<file path="src/rtl/divider_period_decoder.sv">
// Measures the clk-cycle spacing of rising edges on a divider carry-out and
// decodes it back into the divider load setting {H_L, SW}, with a lock filter.
module divider_period_decoder #(
    parameter int CNT_W      = 10,
    parameter int LOCK_COUNT = 2,
    parameter int TIMEOUT    = 600
) (
    input  logic             clk,
    input  logic             rst,
    input  logic             en,
    input  logic             pulse_in,
    output logic [CNT_W-1:0] period,
    output logic             meas_stb,
    output logic             H_L,
    output logic [2:0]       SW,
    output logic             locked,
    output logic             err_stb
);

    typedef enum logic {IDLE, MEASURE} state_t;

    localparam logic [CNT_W-1:0] P_MIN   = CNT_W'(32);
    localparam logic [CNT_W-1:0] P_MAX   = CNT_W'(512);
    localparam logic [CNT_W-1:0] TO_LAST = CNT_W'(TIMEOUT - 1);
    localparam logic [2:0]       LOCK_M  = 3'(LOCK_COUNT);

    state_t           state_reg, state_next;
    logic [CNT_W-1:0] cnt_reg, cnt_next;
    logic [CNT_W-1:0] period_reg, period_next;
    logic [CNT_W-1:0] last_p_reg, last_p_next;
    logic             prev_reg, prev_next;
    logic             meas_stb_reg, meas_stb_next;
    logic             err_stb_reg, err_stb_next;
    logic             locked_reg, locked_next;
    logic             h_l_reg, h_l_next;
    logic [2:0]       sw_reg, sw_next;
    logic [2:0]       match_reg, match_next;

    logic             edge_det;
    logic             p_legal;
    logic [CNT_W-1:0] p_meas;
    logic [3:0]       ld_dec;
    logic [2:0]       match_sat;
    logic [2:0]       match_upd;

    assign edge_det  = pulse_in & ~prev_reg;
    assign p_meas    = cnt_reg + CNT_W'(1);
    assign p_legal   = (p_meas[4:0] == 5'd0) && (p_meas >= P_MIN) && (p_meas <= P_MAX);
    // Load bits 8:5; the low five bits are zero whenever the period is legal.
    assign ld_dec    = 4'((P_MAX - p_meas) >> 5);
    assign match_sat = (match_reg >= LOCK_M) ? LOCK_M : match_reg + 3'd1;

    always_comb begin
        state_next    = state_reg;
        cnt_next      = cnt_reg;
        period_next   = period_reg;
        last_p_next   = last_p_reg;
        prev_next     = pulse_in;
        meas_stb_next = 1'b0;
        err_stb_next  = 1'b0;
        locked_next   = locked_reg;
        h_l_next      = h_l_reg;
        sw_next       = sw_reg;
        match_next    = match_reg;
        match_upd     = match_reg;

        if (!en) begin
            state_next  = IDLE;
            cnt_next    = '0;
            period_next = '0;
            h_l_next    = 1'b0;
            sw_next     = 3'd0;
            locked_next = 1'b0;
            match_next  = 3'd0;
        end else begin
            case (state_reg)
                IDLE: begin
                    // First edge only opens the measurement window.
                    if (edge_det) begin
                        state_next = MEASURE;
                        cnt_next   = '0;
                    end
                end
                MEASURE: begin
                    if (edge_det) begin
                        period_next   = p_meas;
                        meas_stb_next = 1'b1;
                        cnt_next      = '0;
                        last_p_next   = p_meas;
                        if (!p_legal) begin
                            err_stb_next = 1'b1;
                            locked_next  = 1'b0;
                            match_next   = 3'd0;
                        end else begin
                            match_upd = (p_meas == last_p_reg) ? match_sat : 3'd1;
                            match_next = match_upd;
                            if (p_meas != last_p_reg)
                                locked_next = 1'b0;
                            if ((match_upd == LOCK_M) && !locked_reg) begin
                                locked_next = 1'b1;
                                h_l_next    = ld_dec[3];
                                sw_next     = ld_dec[2:0];
                            end
                        end
                    end else begin
                        cnt_next = cnt_reg + CNT_W'(1);
                        if (cnt_reg == TO_LAST) begin
                            err_stb_next = 1'b1;
                            locked_next  = 1'b0;
                            match_next   = 3'd0;
                            state_next   = IDLE;
                        end
                    end
                end
                default: state_next = IDLE;
            endcase
        end
    end

    always_ff @(posedge clk or negedge rst) begin
        if (!rst) begin
            state_reg    <= IDLE;
            cnt_reg      <= '0;
            period_reg   <= '0;
            last_p_reg   <= '0;
            prev_reg     <= 1'b0;
            meas_stb_reg <= 1'b0;
            err_stb_reg  <= 1'b0;
            locked_reg   <= 1'b0;
            h_l_reg      <= 1'b0;
            sw_reg       <= 3'd0;
            match_reg    <= 3'd0;
        end else begin
            state_reg    <= state_next;
            cnt_reg      <= cnt_next;
            period_reg   <= period_next;
            last_p_reg   <= last_p_next;
            prev_reg     <= prev_next;
            meas_stb_reg <= meas_stb_next;
            err_stb_reg  <= err_stb_next;
            locked_reg   <= locked_next;
            h_l_reg      <= h_l_next;
            sw_reg       <= sw_next;
            match_reg    <= match_next;
        end
    end

    assign period   = period_reg;
    assign meas_stb = meas_stb_reg;
    assign err_stb  = err_stb_reg;
    assign locked   = locked_reg;
    assign H_L      = h_l_reg;
    assign SW       = sw_reg;

endmodule
</file>
<file path="config.mk">
export PLATFORM = sky130hd
export DESIGN_NAME = divider_period_decoder
export DESIGN_NICKNAME = d
export VERILOG_FILES = /design/src/rtl/divider_period_decoder.sv
export SDC_FILE = /design/constraint.sdc
export NUM_CORES = 1
export LEC_CHECK = 0
export ABC_CLOCK_PERIOD_IN_PS = 3600
export BUFFER_PORTS_ARGS = -buffer_cell sky130_fd_sc_hd__clkbuf_2
export CORE_MARGIN = 3
export CORE_UTILIZATION = 58
export CTS_CLUSTER_DIAMETER = 40
export CTS_CLUSTER_SIZE = 24
export DETAILED_ROUTE_END_ITERATION = 8
export PLACE_DENSITY = 0.83
export SLEW_MARGIN = 10
export SYNTH_ARGS = -nofsm -noshare
export SYNTH_HDL_FRONTEND = slang
export SYNTH_SLANG_ARGS = --single-unit
</file>
<file path="constraint.sdc">
create_clock -name clk -period 3.6 [get_ports clk]
set_clock_uncertainty 0.05 [all_clocks]
set_input_delay 0.36 -clock clk [delete_from_list [all_inputs] [get_ports clk]]
set_output_delay 0.36 -clock clk [all_outputs]
set_load 0.03 [all_outputs]
</file>
# Word level (Yosys, flattened, before mapping)
# Index checks and enable logic that the tools add are counted.
# word_totals
ff_bits	42
input_bits	4
out_inout_bits	17
word_cells	84
# op_classes
addsub	3
n_lt_le_gt_ge	3
n_eq_ne	11
n_mux	43
bitwise_logic	3
reduce_logical	10
# ops
op	n
$mux W10	6
$mux W3	12
$mux W1	23
$pmux W10 S2	1
$add A10 B1 Y10 const B	1
$eq A10 B10 Y1	1
$eq A10 B10 Y1 const B	1
$ge A10 B6 Y1 const B	1
$le A10 B10 Y1 const B	1
$ne A10 B10 Y1	1
$sub A1 B9 Y9 const A	1
$ne A2 B1 Y1 const B	4
$reduce_and A3 Y1	2
$logic_not A5 Y1	1
$ne A5 B3 Y1 const B	1
$reduce_and A2 Y1	2
$reduce_and A4 Y1	1
$add A3 B1 Y3 const B	1
$eq A3 B2 Y1 const B	1
$ge A3 B2 Y1 const B	1
$logic_and A1 B1 Y1	3
$ne A3 B1 Y1 const B	1
$ne A3 B3 Y1 const B	1
$not A1 Y1	2
3 further kinds	3

# Depth between registers and ports, before layout
# Gate-level depths: netlist (run 1).
# depth
depth_word	10
depth_mapped	9
ltp_nobuf	8

# Worst setup path before layout (run 1)
# Ideal clock, no wire load.
# synth_path
path_kind	register to register
startpoint	reg cnt_reg[1]
endpoint	reg h_l_reg (netlist: H_L)
setup_time_ns	0.120
arrival_time_ns	2.498
required_time_ns	3.430
path_slack_ns	0.932
path_stages_with_launch	9
path_buffers	0
synth_period_minus_slack_ns	2.668
path_cell_list	dfrtp_1 ha_1 or4b_1 a211oi_1 o211ai_1 mux2_2 nand4b_4 or3_1 o211a_1
# synth_between
elab_chain_len	7
elab_cells_between_ends	19
cone_classes	add/sub (2); order compare (2); eq/ne (4); mux (6); reduce/logical (5)
# synth_rtl
element	line_no	source
start, declared	28	logic [CNT_W-1:0] cnt_reg, cnt_next;
start signal, assigned	135	cnt_reg <= cnt_next;
$add A10 B1 Y10 (*)	47	assign p_meas = cnt_reg + CNT_W'(1);
$sub A1 B9 Y9 / $eq A10 B10 Y1 (equally long branches)	50, 95	
$mux W1 / $mux W3 (equally long branches)	99, 95	
$mux W1 / $eq A3 B2 Y1 (equally long branches)	90, 99	
$mux W1 / $logic_and A1 B1 Y1 (equally long branches)	85, 99	
$mux W1 / $ne A2 B1 Y1 (equally long branches)	-	
$mux W1 / $reduce_and A4 Y1 (equally long branches)	-	
end signal, assigned	142	h_l_reg <= h_l_next;
end, declared	35	logic h_l_reg, h_l_next;
# Mark *: on every way between the ends. The rest lies on a longest branch, timed or not. The select of a mux whose other input is x is not followed.
# A chain may end at the register's enable or synchronous reset.

# Worst setup path after layout (run 1)
# layout_path
startpoint	reg cnt_reg[0]
endpoint	reg h_l_reg (netlist: H_L)
# Same word-level chain as after synthesis.

==> run_results.csv, run 1 <==
group,metric,value,unit
clocking,cts_sinks,42,
floorplanning,die_h,72.34,um
floorplanning,pin_count,21,
placed_design,place_ws,598.1,ps
critical_path,crit_start,"cnt_reg[0]",
placed_design,dpl_cell_area,2635,sq um
logic_synthesis,synthFlopType,"dfrtp_1",
drt,num_vias,2116,
logic_synthesis,yosys.area.top_type,"dfrtp_1",
clocking,clk_pin_slew,90,ps
sta,final-hold-violation-count,0,
pwr,finalPower,948.7,uW
placed_design,io_buffers,20,
logic_synthesis,synthCells,274,
critical_path,cp_slowest_cell,"or4b_1",
final_layout,drive_gt1_share,14.29,%
sta,tightest_slew,1038,ps
final_layout,postLayoutCellArea,2745,sq um
drt,vias_per_cell,6.279,
critical_path,worstSetupPathType,"reg2reg",
logic_synthesis,synthDistinctLibCells,58,
logic_synthesis,synth.top_cell.area_share,41.18,%
sta,finalSetupViolCount,0,
logic_synthesis,ys_seq_elements,42,
floorplanning,core-area,4115,sq um
sta,fin_setup_tns,0,ps
grt,grt_pass1_wl,10070,um
logic_synthesis,syn-num-nets,281,
sta,fmax,0.3311,GHz
critical_path,cp-start-kind,"register",
final_layout,syn_to_final_growth,7.549,%
pwr,vdd_ir_drop_max,0.2469,mV
grt,grt_usage,24.90,%
floorplanning,die_area,5233,sq um
clocking,cts-htree-levels,2,
critical_path,worstReg2RegStart,"cnt_reg[0]",
logic_synthesis,synth_edf_count,0,
logic_synthesis,netlist_area,2552,sq um
critical_path,setup.worst_path.end,"H_L",
drt,wl_per_cell,17.67,um
logic_synthesis,yosysMostFrequentCell,"dfrtp_1",
logic_synthesis,yosys_warnings,0,
clocking,clockBufferDepth,2,
grt,grt_max_degree,43,
final_layout,nets,293,
clocking,cts_buffers,5,
clocking,clk_latency,300,ps
drt,drtPass1Iterations,4,
placed_design,hpwl,4252,um
run_status,status,"finished clean",
drt,drcViolationCount,0,
grt,antenna_found_initial,0,
final_layout,antenna_cells,0,
job,maxCapViolations,0,
logic_synthesis,ys_async_sr_fraction,100.0,%
critical_path,path_cells,"ha_1 > or4b_1 > a211oi_1 > o211ai_1 > mux2_2 > nand4b_4 > or3_1 > o211a_1",
critical_path,critical_path.max_stage_delay,540,ps
clocking,root_buffer,"clkbuf_8",
critical_path,regToRegSetupSlack,580,ps
sta,worst_slack,579.9,ps
pwr,p_leak,0.001222,uW
floorplanning,start_util,62.02,%
sta,min_period,3020,ps
clocking,cts_resized,0,
clocking,postCtsSetupRepairBufs,0,
critical_path,arrival,3170,ps
logic_synthesis,ys_top_cells_by_area,"dfrtp_1, xnor2_1, nand2_1, nor2_1, xor2_1",
sta,min_period_over_period,83.89,%
clocking,hold_buffers,0,
drt,ant_nets,0,
pwr,power_density,345.6,nW/um^2
placed_design,place.gp.congestion,0.9130,
critical_path,cp_max_fo,12,
sta,slew_viol_final,0,
clocking,cts_tree,"yes",
grt,grt_overflow,0,
logic_synthesis,ys_seq_area_share,41.18,%
sta,rsz0062_at_grt,"no",
critical_path,reg2regPathDepth,8,
critical_path,required,3750,ps
drt,drt-total-wl,5955,um
critical_path,reg2reg_to,"H_L",
logic_synthesis,avgSynthCellArea,9.316,sq um
critical_path,critical_path.endpoint_type,"register",
logic_synthesis,synthTopCellsByCount,"dfrtp_1, nand2_1, nor2_1",
drt,drt_iter0_drc,172,
floorplanning,die_x,72.34,um
worst_hold_path,min_path_type,"in2reg",
grt,grt_pass1_vias,2043,
floorplanning,rows,23,
sta,relSlewSlack,30.79,%
==> worst min-delay path by stage <==
stage / start / to / slack, ps / cells after the start
floorplan: rst / H_L / 10 / 0
global placement: match_reg[2] / match_reg[2] / 430 / 2
detailed placement: match_reg[2] / match_reg[2] / 430 / 2
CTS: pulse_in / prev_reg / 120 / 1
global route: pulse_in / prev_reg / 120 / 1
finish: pulse_in / prev_reg / 130 / 1
==> cell type report <==
class / count / area, sq um
flip-flops and latches: 42 / 1051
well taps: 50 / 62.56
inverters: 7 / 26.28
fillers: 371 / 1370
multi-input cells: 207 / 1373
clock buffers: 6 / 72.57
repair buffers: 23 / 122.6
clock inverters: 2 / 37.54
==> report_power, final <==
group / switching, uW / internal, uW / total [uW]
registers: 12.7 / 482 / 495
clock network: 167 / 207 / 374
logic: 49.5 / 30.0 / 79.6
==> layout by cell type (no fill, tap or decap), drive strengths merged, types with 4 or more instances in the layout <==
master,instances
dfrtp,42
nor2,30
nand2,29
clkbuf,26
o21ai,15
xnor2,15
a211oi,11
xor2,11
inv,7
nand4,7
and2,7
nor3,6
nand3,6
or3,5
nand2b,5
a21oi,5
o21a,4
o31a,4
==> layer usage <==
metal / up-vias / wire length, um / part of all wire [%] / global-route usage (%)
met5: - / 0 / 0 / 0
met4: 0 / 135 / 2.3 / 10.23
met3: 15 / 211 / 3.5 / 4.017
met2: 51 / 2895 / 49 / 40.85
met1: 1045 / 2714 / 46 / 32.71
li1: 1005 / - / - / -
==> worst max-delay path, delay by kind of cell (launching register included) <==
kind	cells	cell delay, ps
AO/OA/AOI/OAI	3	580
AND/OR/NAND/NOR	3	1110
flip-flops	1	530
multiplexers	1	290
adder cells (fa/ha/maj)	1	370
==> metrics by stage <==
step	hold WS, ps	util, %	std cells
after global routing	117.0	66.71	337
after global placement	427.3	64.03	329
after CTS	119.2	66.71	337
after detailed placement	428.1	64.03	329
final	125.5	66.71	337
after floorplan	14.41	-	274
==> logic make-up after synthesis <==
kind of cell	share of synthesized area, %
and+or+nand+nor	23.92
AOI/OAI and AO/OA	18.19
DFF	41.18
xor gates and xnor gates	8.922
buffers and inverters	5.049
muxes	1.274
adders and majority gates	1.471
Note: power is estimated with default switching activity, not from simulation.
==> run 2: changes to the inputs <==
- ABC_CLOCK_PERIOD_IN_PS: 3600 -> 3000
- clock period: 3.6 -> 3 ns (I/O delays scaled with it)
==> run_results.csv, run 2 (synthesized netlist as in run 1, its figures left out) <==
group,metric,value,unit
drt,vias_per_cell,6.167,
critical_path,required,3160,ps
clocking,cts_tree,"yes",
run_status,status,"finished clean",
job,maxCapViolations,0,
pwr,internal_power,865.1,uW
clocking,root_buffer,"clkbuf_8",
drt,num_vias,2109,
final_layout,nets,298,
placed_design,place_ws,203.3,ps
grt,grt_usage,24.04,%
clocking,hold_buffers,0,
sta,finalSetupViolCount,0,
grt,grt_overflow,0,
sta,min_period,2807,ps
critical_path,cp-start-kind,"register",
final_layout,postLayoutCellArea,2783,sq um
pwr,comb_power_share,8.7,%
final_layout,final-seq-area,1051,sq um
drt,drt-total-wl,5975,um
sta,fmax,0.3562,GHz
clocking,cts_buffers,5,
floorplanning,die_x,72.34,um
floorplanning,core-area,4115,sq um
grt,antenna_found_initial,0,
sta,min_period_over_period,93.58,%
sta,final-hold-violation-count,0,
clocking,clk_latency,300,ps
sta,fin_setup_tns,0,ps
placed_design,io_buffers,20,
placed_design,place.gp.congestion,1.010,
pwr,power_frac_seq,51.7,%
clocking,cts_sinks,42,
sta,slew_viol_final,0,
critical_path,critical_path.endpoint_type,"register",
grt,grt_max_degree,43,
clocking,cts_resized,0,
floorplanning,die_h,72.34,um
pwr,p_clk_share,39.5,%
floorplanning,rows,23,
worst_hold_path,min_path_type,"in2reg",
drt,drcViolationCount,0,
drt,drt_iter0_drc,235,
final_layout,utilization,67.62,%
final_layout,syn_to_final_growth,9.020,%
final_layout,multi_input_area,1373,sq um
final_layout,layout.cells.most_common,"dfrtp_1",
final_layout,drive_gt1_share,15.75,%
drt,ant_nets,0,
placed_design,hpwl,4366,um
drt,drtPass1Iterations,5,
sta,tightest_slew,1027,ps
grt,grt_pass1_vias,1946,
pwr,p_leak,0.001247,uW
placed_design,dpl_cell_area,2673,sq um
clocking,postCtsSetupRepairBufs,0,
critical_path,worstSetupPathType,"reg2reg",
critical_path,arrival,2960,ps
sta,relSlewSlack,31.52,%
final_layout,antenna_cells,0,
clocking,cts-htree-levels,2,
floorplanning,pin_count,21,
clocking,clockBufferDepth,2,
sta,worst_slack,192.5,ps
floorplanning,die_area,5233,sq um
pwr,vdd_ir_drop_max,0.3592,mV
grt,grt_pass1_wl,9694,um
clocking,clk_pin_slew,90,ps
final_layout,layout_common_cells,"dfrtp_1, nand2_1, nor2_1, clkbuf_2",
critical_path,cp_max_fo,9,
drt,wl_per_cell,17.47,um
final_layout,fillers,334,
pwr,switching_share,24.33,%
floorplanning,start_util,62.02,%
pwr,p_switching,278.2,uW
pwr,power_density,410.9,nW/um^2
sta,rsz0062_at_grt,"no",
==> run 2: changes by cell type in the layout (fill, tap and decap cells not counted) <==
cell	previous run	this run
buf_4	3	8
==> run 2: layer usage <==
layer,vias to the layer above,routed length [um],global-route usage [%]
met5,-,0,0
met4,0,129,10.65
met3,15,387,5.402
met2,88,2795,36.20
met1,1002,2663,33.13
li1,1004,-,-
==> run 2: layout make-up <==
cell class | count | share of cell area (%)
Sequential cell | 42 | 37.77
Clock inverter | 2 | 1.349
Tap cell | 50 | 2.248
Inverter | 7 | 0.9442
Multi-Input combinational cell | 207 | 49.33
Timing Repair Buffer | 28 | 5.755
Clock buffer | 6 | 2.608
==> run 2: metrics by stage <==
step,cells,hold WS [ps],power (uW)
3_5_place_dp,334,379.1,703.3
6_report,342,68.72,1143
5_1_grt,342,59.50,1182
3_3_place_gp,334,372.6,700.5
2_1_floorplan,274,-45.59,667.7
4_1_cts,342,63.56,1150
==> run 2: power groups by stage <==
stage / Clock, uW / Combinational [uW] / Sequential (uW)
floorplan: 0 / 61.0 / 607
global placement: 0 / 99.2 / 601
detailed placement: 0 / 101 / 602
CTS: 458 / 101 / 591
global route: 478 / 111 / 594
finish: 452 / 100 / 591
==> run 2: worst paths after layout <==
path / start / slack, ps / cells after the start / endpoint
worst max-delay path: cnt_reg[1] / 190 / 8 / H_L
worst min-delay path: pulse_in / 70 / 1 / prev_reg
worst max register to register: cnt_reg[1] / 190 / 8 / H_L
worst min register to register: SW[0] / 460 / 1 / SW[0]
max in group asynchronous: rst / 2160 / 1 / period[4]
min in group asynchronous: rst / 110 / 1 / period[9]
==> run 2: critical path, stage by stage, from the launching register on <==
cell	delay, ps
dfrtp_1	460
ha_1	230
or4b_1	510
a211oi_1	300
o211ai_1	130
mux2_2	300
nand4b_4	190
or3_1	410
o211a_1	130
